===== src/rtl/fwd_operand_sel_pkg.sv =====
`default_nettype none
// ============================================================================
// fwd_operand_sel_pkg : select codes, tag record and helpers for ID forwarding
// Revision : 1.0
// ============================================================================
package fwd_operand_sel_pkg;

  localparam int c_DW_DEF = 32;
  localparam int c_AW_DEF = 5;
  // Tag slots carry a fixed-width rd so the record type is shared by every AW.
  localparam int c_AW_MAX = 8;

  localparam logic [1:0] FWD_RF  = 2'b00;
  localparam logic [1:0] FWD_EX  = 2'b01;
  localparam logic [1:0] FWD_MEM = 2'b10;
  localparam logic [1:0] FWD_WB  = 2'b11;

  typedef struct packed {
    logic                v;
    logic [c_AW_MAX-1:0] rd;
    logic                wen;
    logic                load;
  } tag_t;

  localparam tag_t c_TAG_EMPTY = '0;

  // Register 0 is hard-wired zero, so it never matches a producer.
  function automatic logic tag_match(input tag_t t, input logic [c_AW_MAX-1:0] r);
    return t.v && t.wen && (t.rd == r) && (r != '0);
  endfunction

endpackage
`default_nettype wire


===== src/rtl/fwd_match_sel.sv =====
`default_nettype none
// ============================================================================
// fwd_match_sel : per-operand producer match, select code and DW-wide 4:1 mux
// Revision : 1.0
// ============================================================================
module fwd_match_sel
  import fwd_operand_sel_pkg::*;
#(
  parameter int DW = c_DW_DEF,
  parameter int AW = c_AW_DEF
) (
  input  logic          used,
  input  logic [AW-1:0] addr,
  input  tag_t          ex_tag,
  input  tag_t          mem_tag,
  input  tag_t          wb_tag,
  input  logic [DW-1:0] rf_data,
  input  logic [DW-1:0] ex_data,
  input  logic [DW-1:0] mem_data,
  input  logic [DW-1:0] wb_data,
  output logic [1:0]    sel,
  output logic [DW-1:0] data,
  output logic          ex_load_hit
);

  logic [c_AW_MAX-1:0] w_addr;
  logic                w_ex_hit;
  logic                w_mem_hit;
  logic                w_wb_hit;
  logic                w_unused_load;

  assign w_addr    = c_AW_MAX'(addr);
  assign w_ex_hit  = used && tag_match(ex_tag,  w_addr);
  assign w_mem_hit = used && tag_match(mem_tag, w_addr);
  assign w_wb_hit  = used && tag_match(wb_tag,  w_addr);

  // A load in EX has no data yet: it raises the hazard and falls through
  // to the older stages for the (ignored) operand value.
  assign ex_load_hit = w_ex_hit && ex_tag.load;

  assign w_unused_load = mem_tag.load ^ wb_tag.load;

  always_comb begin
    sel = FWD_RF;
    if (w_ex_hit && !ex_tag.load) begin
      sel = FWD_EX;
    end else if (w_mem_hit) begin
      sel = FWD_MEM;
    end else if (w_wb_hit) begin
      sel = FWD_WB;
    end
  end

  always_comb begin
    data = rf_data;
    case (sel)
      FWD_EX:  data = ex_data;
      FWD_MEM: data = mem_data;
      FWD_WB:  data = wb_data;
      default: data = rf_data;
    endcase
  end

endmodule
`default_nettype wire


===== src/rtl/fwd_operand_sel.sv =====
`default_nettype none
// ============================================================================
// fwd_operand_sel : ID-stage operand forwarding with load-use stall detection
// Revision : 1.0
// ============================================================================
module fwd_operand_sel
  import fwd_operand_sel_pkg::*;
#(
  parameter int DW    = c_DW_DEF,
  parameter int AW    = c_AW_DEF,
  parameter int CNT_W = 16
) (
  input  logic             clk,
  input  logic             rst_n,
  input  logic             id_valid,
  input  logic [AW-1:0]    id_rs,
  input  logic [AW-1:0]    id_rt,
  input  logic             id_rs_used,
  input  logic             id_rt_used,
  input  logic [AW-1:0]    id_rd,
  input  logic             id_wen,
  input  logic             id_load,
  input  logic [DW-1:0]    rf_rs_data,
  input  logic [DW-1:0]    rf_rt_data,
  input  logic [DW-1:0]    ex_result,
  input  logic [DW-1:0]    mem_result,
  input  logic [DW-1:0]    wb_result,
  input  logic             flush,
  input  logic             ext_hold,
  output logic [DW-1:0]    op_a,
  output logic [DW-1:0]    op_b,
  output logic [1:0]       sel_a,
  output logic [1:0]       sel_b,
  output logic             stall,
  output logic [CNT_W-1:0] stall_cnt
);

  tag_t             r_ex_tag;
  tag_t             r_mem_tag;
  tag_t             r_wb_tag;
  tag_t             w_id_tag;
  logic [CNT_W-1:0] r_stall_cnt;
  logic             w_a_ex_load_hit;
  logic             w_b_ex_load_hit;
  logic             w_stall;
  logic             w_bubble;

  if (AW > c_AW_MAX) begin : g_aw_check
    $error("fwd_operand_sel: AW exceeds tag rd width");
  end

  fwd_match_sel #(
    .DW (DW),
    .AW (AW)
  ) u_sel_a (
    .used        (id_rs_used),
    .addr        (id_rs),
    .ex_tag      (r_ex_tag),
    .mem_tag     (r_mem_tag),
    .wb_tag      (r_wb_tag),
    .rf_data     (rf_rs_data),
    .ex_data     (ex_result),
    .mem_data    (mem_result),
    .wb_data     (wb_result),
    .sel         (sel_a),
    .data        (op_a),
    .ex_load_hit (w_a_ex_load_hit)
  );

  fwd_match_sel #(
    .DW (DW),
    .AW (AW)
  ) u_sel_b (
    .used        (id_rt_used),
    .addr        (id_rt),
    .ex_tag      (r_ex_tag),
    .mem_tag     (r_mem_tag),
    .wb_tag      (r_wb_tag),
    .rf_data     (rf_rt_data),
    .ex_data     (ex_result),
    .mem_data    (mem_result),
    .wb_data     (wb_result),
    .sel         (sel_b),
    .data        (op_b),
    .ex_load_hit (w_b_ex_load_hit)
  );

  // A flushed instruction never consumes, so flush suppresses the stall.
  assign w_stall  = id_valid && !flush && (w_a_ex_load_hit || w_b_ex_load_hit);
  assign w_bubble = w_stall || flush || !id_valid;
  assign stall    = w_stall;
  assign stall_cnt = r_stall_cnt;

  always_comb begin
    w_id_tag = c_TAG_EMPTY;
    if (!w_bubble) begin
      w_id_tag.v    = 1'b1;
      w_id_tag.rd   = c_AW_MAX'(id_rd);
      w_id_tag.wen  = id_wen;
      w_id_tag.load = id_load;
    end
  end

  always_ff @(posedge clk or negedge rst_n) begin
    if (!rst_n) begin
      r_ex_tag    <= c_TAG_EMPTY;
      r_mem_tag   <= c_TAG_EMPTY;
      r_wb_tag    <= c_TAG_EMPTY;
      r_stall_cnt <= '0;
    end else if (!ext_hold) begin
      r_wb_tag  <= r_mem_tag;
      r_mem_tag <= r_ex_tag;
      r_ex_tag  <= w_id_tag;
      if (w_stall && (r_stall_cnt != {CNT_W{1'b1}})) begin
        r_stall_cnt <= r_stall_cnt + 1'b1;
      end
    end
  end

endmodule
`default_nettype wire


===== config.mk =====
export PLATFORM = sky130hd
export DESIGN_NAME = fwd_operand_sel
export DESIGN_NICKNAME = d
export VERILOG_FILES = /design/src/rtl/fwd_operand_sel_pkg.sv /design/src/rtl/fwd_match_sel.sv /design/src/rtl/fwd_operand_sel.sv
export SDC_FILE = /design/constraint.sdc
export NUM_CORES = 1
export LEC_CHECK = 0
export BUFFER_PORTS_ARGS = -buffer_cell sky130_fd_sc_hd__buf_2
export CORE_AREA = 2 2 106 108
export CTS_BUF_LIST = sky130_fd_sc_hd__clkbuf_2
export DETAILED_ROUTE_END_ITERATION = 10
export DIE_AREA = 0 0 108 110
export PLACE_DENSITY = 0.81
export SETUP_SLACK_MARGIN = 0.05
export SKIP_CTS_REPAIR_TIMING = 1
export SYNTH_ARGS = -nofsm -noshare
export SYNTH_HDL_FRONTEND = slang
export SYNTH_SLANG_ARGS = --single-unit

===== constraint.sdc =====
create_clock -name clk -period 7.5 [get_ports clk]
set_input_delay 1.5 -clock clk [delete_from_list [all_inputs] [get_ports clk]]
set_output_delay 1.5 -clock clk [all_outputs]
set_load 0.03 [all_outputs]

Word-level counts from Yosys, hierarchy flattened
Index checks and enable logic that the tools add are counted.
- magnitude comparators: 0
- add/sub/neg operators: 1
- shift operators: 0
- divide/modulo/power cells: 0
- bitwise operators: 1
- multipliers: 0
- reductions and logical operators: 37
- eq/ne operators: 13
- mux-type cells: 9
- operators with widths (kind ; number):
    $pmux 32 s3 ; 2
    $eq 8x5->1 ; 6
    $logic_and 1x1->1 ; 28
    $add 16x1->16 const B ; 1
    $ne 16x16->1 const B ; 1
    $reduce_bool 8->1 ; 2
    $mux 2 ; 6
    $mux 11 ; 1
    $eq 2x2->1 const B ; 4
    $eq 2x1->1 const B ; 2
    $logic_not 1->1 ; 3
    $logic_or 1x1->1 ; 3
    $reduce_and 2->1 ; 1
    $not 1->1 ; 1
- bits in latches: 0
- bits in writable memories: 0
- register bits after elaboration: 47
- memories kept: 0
- bits in read-only memories: 0

Depth between registers and ports, before layout
- depth after elaboration: 10
- mapped depth: 10
- gate-level depth less buffers: 6

Modules after synthesis
Synthesis repeated with hierarchy kept, for this count alone.
- cells, all modules: 676
- area total of the unflattened synthesis: 5097.4 um2
- modules (own cells, without submodules) (module ; seq. area each (um2) ; times used ; cells each ; area each (um2)):
    fwd_match_sel ; 0.0 ; 2 ; 272 ; 1705.4
    fwd_operand_sel ; 1001.0 ; 1 ; 132 ; 1686.6

Worst setup path after synthesis
Ideal clock, no wire load.
- path type: input-to-output
- start: input id_rs[0]
- end: output op_a[25]
- arrival time: 3.603 ns
- cell stages on the path: 10
- path buffers: 4
- path slack: 2.397 ns
- data required time: 6.000 ns
- path through: buf_2 xnor2_1 o211ai_2 or4_1 buf_6 or3b_1 buf_4 buf_6 o22ai_2 a21oi_1
- word-level cells in the longest chain between the ends: 9
- elaborated cells on any way between the ends: 21
- classes of those cells: eq/ne: 6; mux: 4; reduce/logical: 11
- RTL lines (what ; line ; source):
    from (decl) ; fwd_operand_sel.sv:16 ; input logic [AW-1:0] id_rs,
    $eq 8x5->1 ; fwd_operand_sel_pkg.sv:29 ; return t.v && t.wen && (t.rd == r) && (r != '0);
    $logic_and 1x1->1 (2 in a row) ; fwd_operand_sel_pkg.sv:29 ;
    $logic_and 1x1->1 ; fwd_match_sel.sv:35 ; assign w_wb_hit = used && tag_match(wb_tag, w_addr);
    $mux 2 ; fwd_match_sel.sv:49 ; end else if (w_wb_hit) begin
    $mux 2 ; fwd_match_sel.sv:47 ; end else if (w_mem_hit) begin
    $mux 2 (*) ; fwd_match_sel.sv:45 ; if (w_ex_hit && !ex_tag.load) begin
    $eq 2x2->1 / $eq 2x1->1 (equally long branches) ; fwd_match_sel.sv:56 ; case (sel)
    $pmux 32 s3 (*) ; fwd_match_sel.sv:56 ;
    to (decl) ; fwd_operand_sel.sv:30 ; output logic [DW-1:0] op_a,
Mark *: on every way between the ends. The rest lies on a longest branch, timed or not.

Worst setup path after layout
- start: input id_rt[1]
- end: output op_b[28]
- word-level cells in the longest chain between the ends: 9
- elaborated cells on any way between the ends: 21
- classes of those cells: eq/ne: 6; mux: 4; reduce/logical: 11
- RTL lines (what ; line ; source):
    from (decl) ; fwd_operand_sel.sv:17 ; input logic [AW-1:0] id_rt,
    $eq 8x5->1 ; fwd_operand_sel_pkg.sv:29 ;
    $logic_and 1x1->1 (2 in a row) ; fwd_operand_sel_pkg.sv:29 ;
    $logic_and 1x1->1 ; fwd_match_sel.sv:35 ;
    $mux 2 ; fwd_match_sel.sv:49 ;
    $mux 2 ; fwd_match_sel.sv:47 ;
    $mux 2 (*) ; fwd_match_sel.sv:45 ;
    $eq 2x2->1 / $eq 2x1->1 (equally long branches) ; fwd_match_sel.sv:56 ;
    $pmux 32 s3 (*) ; fwd_match_sel.sv:56 ;
    to (decl) ; fwd_operand_sel.sv:31 ; output logic [DW-1:0] op_b,
Marks and branches as above.

==> out/metrics.yaml <==
setup_path:
  r2r_start: "r_ex_tag[5]$_DFFE_PN0N_"
  arrival_ns: 4.37
  critical_path.top_delay_family: "simple AND/OR/NAND/NOR gates"
  path_cells: "buf_2, or4_1, o21a_1, nand4_1, or2_1, buf_4, nand3_1, a2bb2oi_1, buf_2"
  worst_path_most_repeated_cell: "buf_2"
  critPathLaunchType: "primary input"
  cp_num_cells: 9
  cp_slowest_cell: "nand3_1"
  ff2ff_setup_slack_ns: 5.00
  worst-path-buf-inv: 3
  cp.required_ns: 6.00
  worst-path-max-fanout: 23
  timing.rr.end: "stall_cnt[3]$_DFFE_PN0P_"
  end_kind: "primary output"
  reg2reg_depth: 6
  crit_type: "in -> out"
  critPathMaxStageDelay_ns: 0.76
synth:
  synth-seq-cells: 38
  synth_warnings: 0
  syn_area_per_cell_um2: 8.273
  synth-adder-area-share_pct: 0.3171
  synth-simple-area-share_pct: 17.69
  synth_top_area_share_pct: 24.10
  synth_edf_count: 0
  synth_top_family_by_area: "compound AO/OA/AOI/OAI gates"
  ys_types: 50
  syn_area_mm2: 0.003946
  yosysSeqAreaShare_pct: 24.10
  yosysTopAreaCell: "dfrtp_1"
  synth_xor_area_share_pct: 9.987
  synthMuxAreaShare_pct: 4.788
  ys_top_cells_by_area: "dfrtp_1, o22ai_2, xnor2_1, nand2_1, a2bb2oi_1"
  synth_cells: 477
  synth_nets: 662
  synth_compound_area_share_pct: 36.78
  synth_ff_type: "dfrtp_1"
  async_flop_share_pct: 100.0
clocking:
  root_buffer: "clkbuf_2"
  numCtsBuffers: 5
  clockBufferDepth: 2
  numClockSinks: 38
  htreeDepth: 2
  clkSlewWorstSetupHoldPaths_ns: 0.20
  cts_tree: "done"
  clk_latency_ns: 0.40
worst_hold_path:
  whs_path_depth: 1
  hold_start: "stall_cnt[8]$_DFFE_PN0P_"
  holdPathEnd: "stall_cnt[8]$_DFFE_PN0P_"
  holdCritPathClass: "reg -> reg"
final_layout:
  nets: 901
  layout-drive-gt1-share_pct: 46.86
  multi_input_area_mm2: 0.002754
  fill_cells: 1042
  fin_util_pct: 50.64
  area_growth_pct: 37.29
  final_cells: 861
  seqCellArea_um2: 950.9
  final_area_mm2: 0.005418
floorplanning:
  rows: 38
  fp.dieH_um: 110
  die_x_um: 108
  core_area_mm2: 0.01070
  ios: 269
  start_util_pct: 36.89
  die_area_mm2: 0.01188
timing:
  skew_ns: 0.02058
  finalWorstSetupSlack_ns: 1.626
  min_period_over_period_pct: 78.31
  finalCriticalPeriod_ns: 5.874
  holdWs_ns: 0.4990
  slew_violations: 0
  setup_violations: 0
  fmax_mhz: 170.3
  setup-tns-final_ns: 0
  hold_viol_final: 0
  rsz0062_at_grt: "no"
  worst_pin_slew_ns: 1.103
  relSlewSlack_pct: 26.44
global_route:
  grt_pass1_vias: 4519
  grtUsageTotal_pct: 26.46
  antenna_found_initial: 5
  overflow: 0
  grt_first_pass_wirelength_um: 24360
  grt_max_degree: 55
power:
  ir_worst_vdd_uv: 125.5
  finalPower_mw: 0.5767
  p_leak_nw: 2.657
  power.density_mw_per_mm2: 106.4
placed_design:
  place.gp.congestion: 0.9360
  dp_hpwl_um: 13020
  pre_cts_slack_ns: 1.634
  placedCellCount: 849
  dpl_cell_area_mm2: 0.005319
  io_buffers: 268
routing:
  viasPerCell: 5.762
  routed_wl_um: 16830
  avgRoutedWirePerCell_um: 19.54
  first_pass_iters: 7
  post-route-drc-count: 0
  drt-initial-drc-count: 441
  ant_nets: 0
  dr_total_vias: 4961
outcome:
  status: "finished, final reports clean"
job:
  maxCapViolations: 0
[synth_stat cells, drive strengths merged, types with 3 or more instances]
cell type / number
a21oi: 29
inv: 12
nand4: 13
o211ai: 21
or3: 20
or4: 4
a211oi: 5
o21ai: 13
a2bb2oi: 21
nand3: 7
xor2: 15
nand2: 54
a31oi: 9
clkbuf: 25
and3: 8
nor2: 16
o2bb2ai: 7
buf: 18
o221a: 3
o22ai: 59
a22o: 9
a21o: 3
xnor2: 30
nor4: 4
mux2: 15
dfrtp: 38
[worst max path at each step]
stage / from / end
4_1_cts: id_rt[1] / op_b[28]
2_1_floorplan: id_rs[0] / op_a[25]
5_1_grt: id_rs[1] / op_a[17]
6_report: id_rt[1] / op_b[28]
3_5_place_dp: id_rt[1] / op_b[28]
3_3_place_gp: id_rt[1] / op_b[28]
[flip-flops by register name (all words and copies together), names as in the netlist]
register   cells
r_ex_tag       8
r_mem_tag      7
r_wb_tag       7
stall_cnt     16
[final cells by class]
| type | instances | area share (%) |
|---|---|---|
| diodes | 4 | 0.1848 |
| multi-input cells | 384 | 50.83 |
| repair buffers | 275 | 25.73 |
| clock inverters | 3 | 1.178 |
| clock buffers | 5 | 0.4619 |
| well taps | 140 | 3.233 |
| inverters | 12 | 0.8314 |
| flip-flops and latches | 38 | 17.55 |
[per-layer routing]
layer / track usage [%] / share of wire (%) / vias up / routed length (µm)
li1: - / - / 2301 / -
met1: 33.62 / 41 / 2334 / 6891
met2: 44.29 / 47 / 275 / 7907
met3: 5.467 / 8.3 / 47 / 1395
met4: 10.16 / 3.6 / 4 / 605
met5: 0 / 0.17 / - / 28
[logic make-up after synthesis]
family	Yosys count
AO/OA/AOI/OAI	184
XOR/XNOR	45
adder cells (fa/ha/maj)	1
buffers and inverters	55
flip-flops	38
multiplexers	17
AND/OR/NAND/NOR	137
[power by group]
part / switching, mW / internal (mW) / total (mW)
combinational: 0.107 / 0.0839 / 0.191
clock: 0.0706 / 0.0887 / 0.159
sequential: 0.0119 / 0.214 / 0.226
[cells in the final DEF (no fill, tap or decap), types with 3 or more instances in the layout]
master     count
nor2_1        15
and3_1         8
diode_2        4
clkbuf_2       5
o2bb2ai_1      7
buf_4          7
a2bb2oi_1     21
xor2_1        15
o221a_2        3
o211ai_1      20
a211oi_1       4
o22ai_2       30
or3_1         20
nor4_1         4
a22o_1         9
o21ai_1       11
xnor2_1       30
buf_2        268
nand4_1       13
a21o_1         3
nand2_1       54
a31oi_1        9
nand3_1        7
o22ai_1       29
mux2_2        14
dfrtp_1       38
a21oi_1       29
inv_1         12
(Power assumes the default switching activity.)
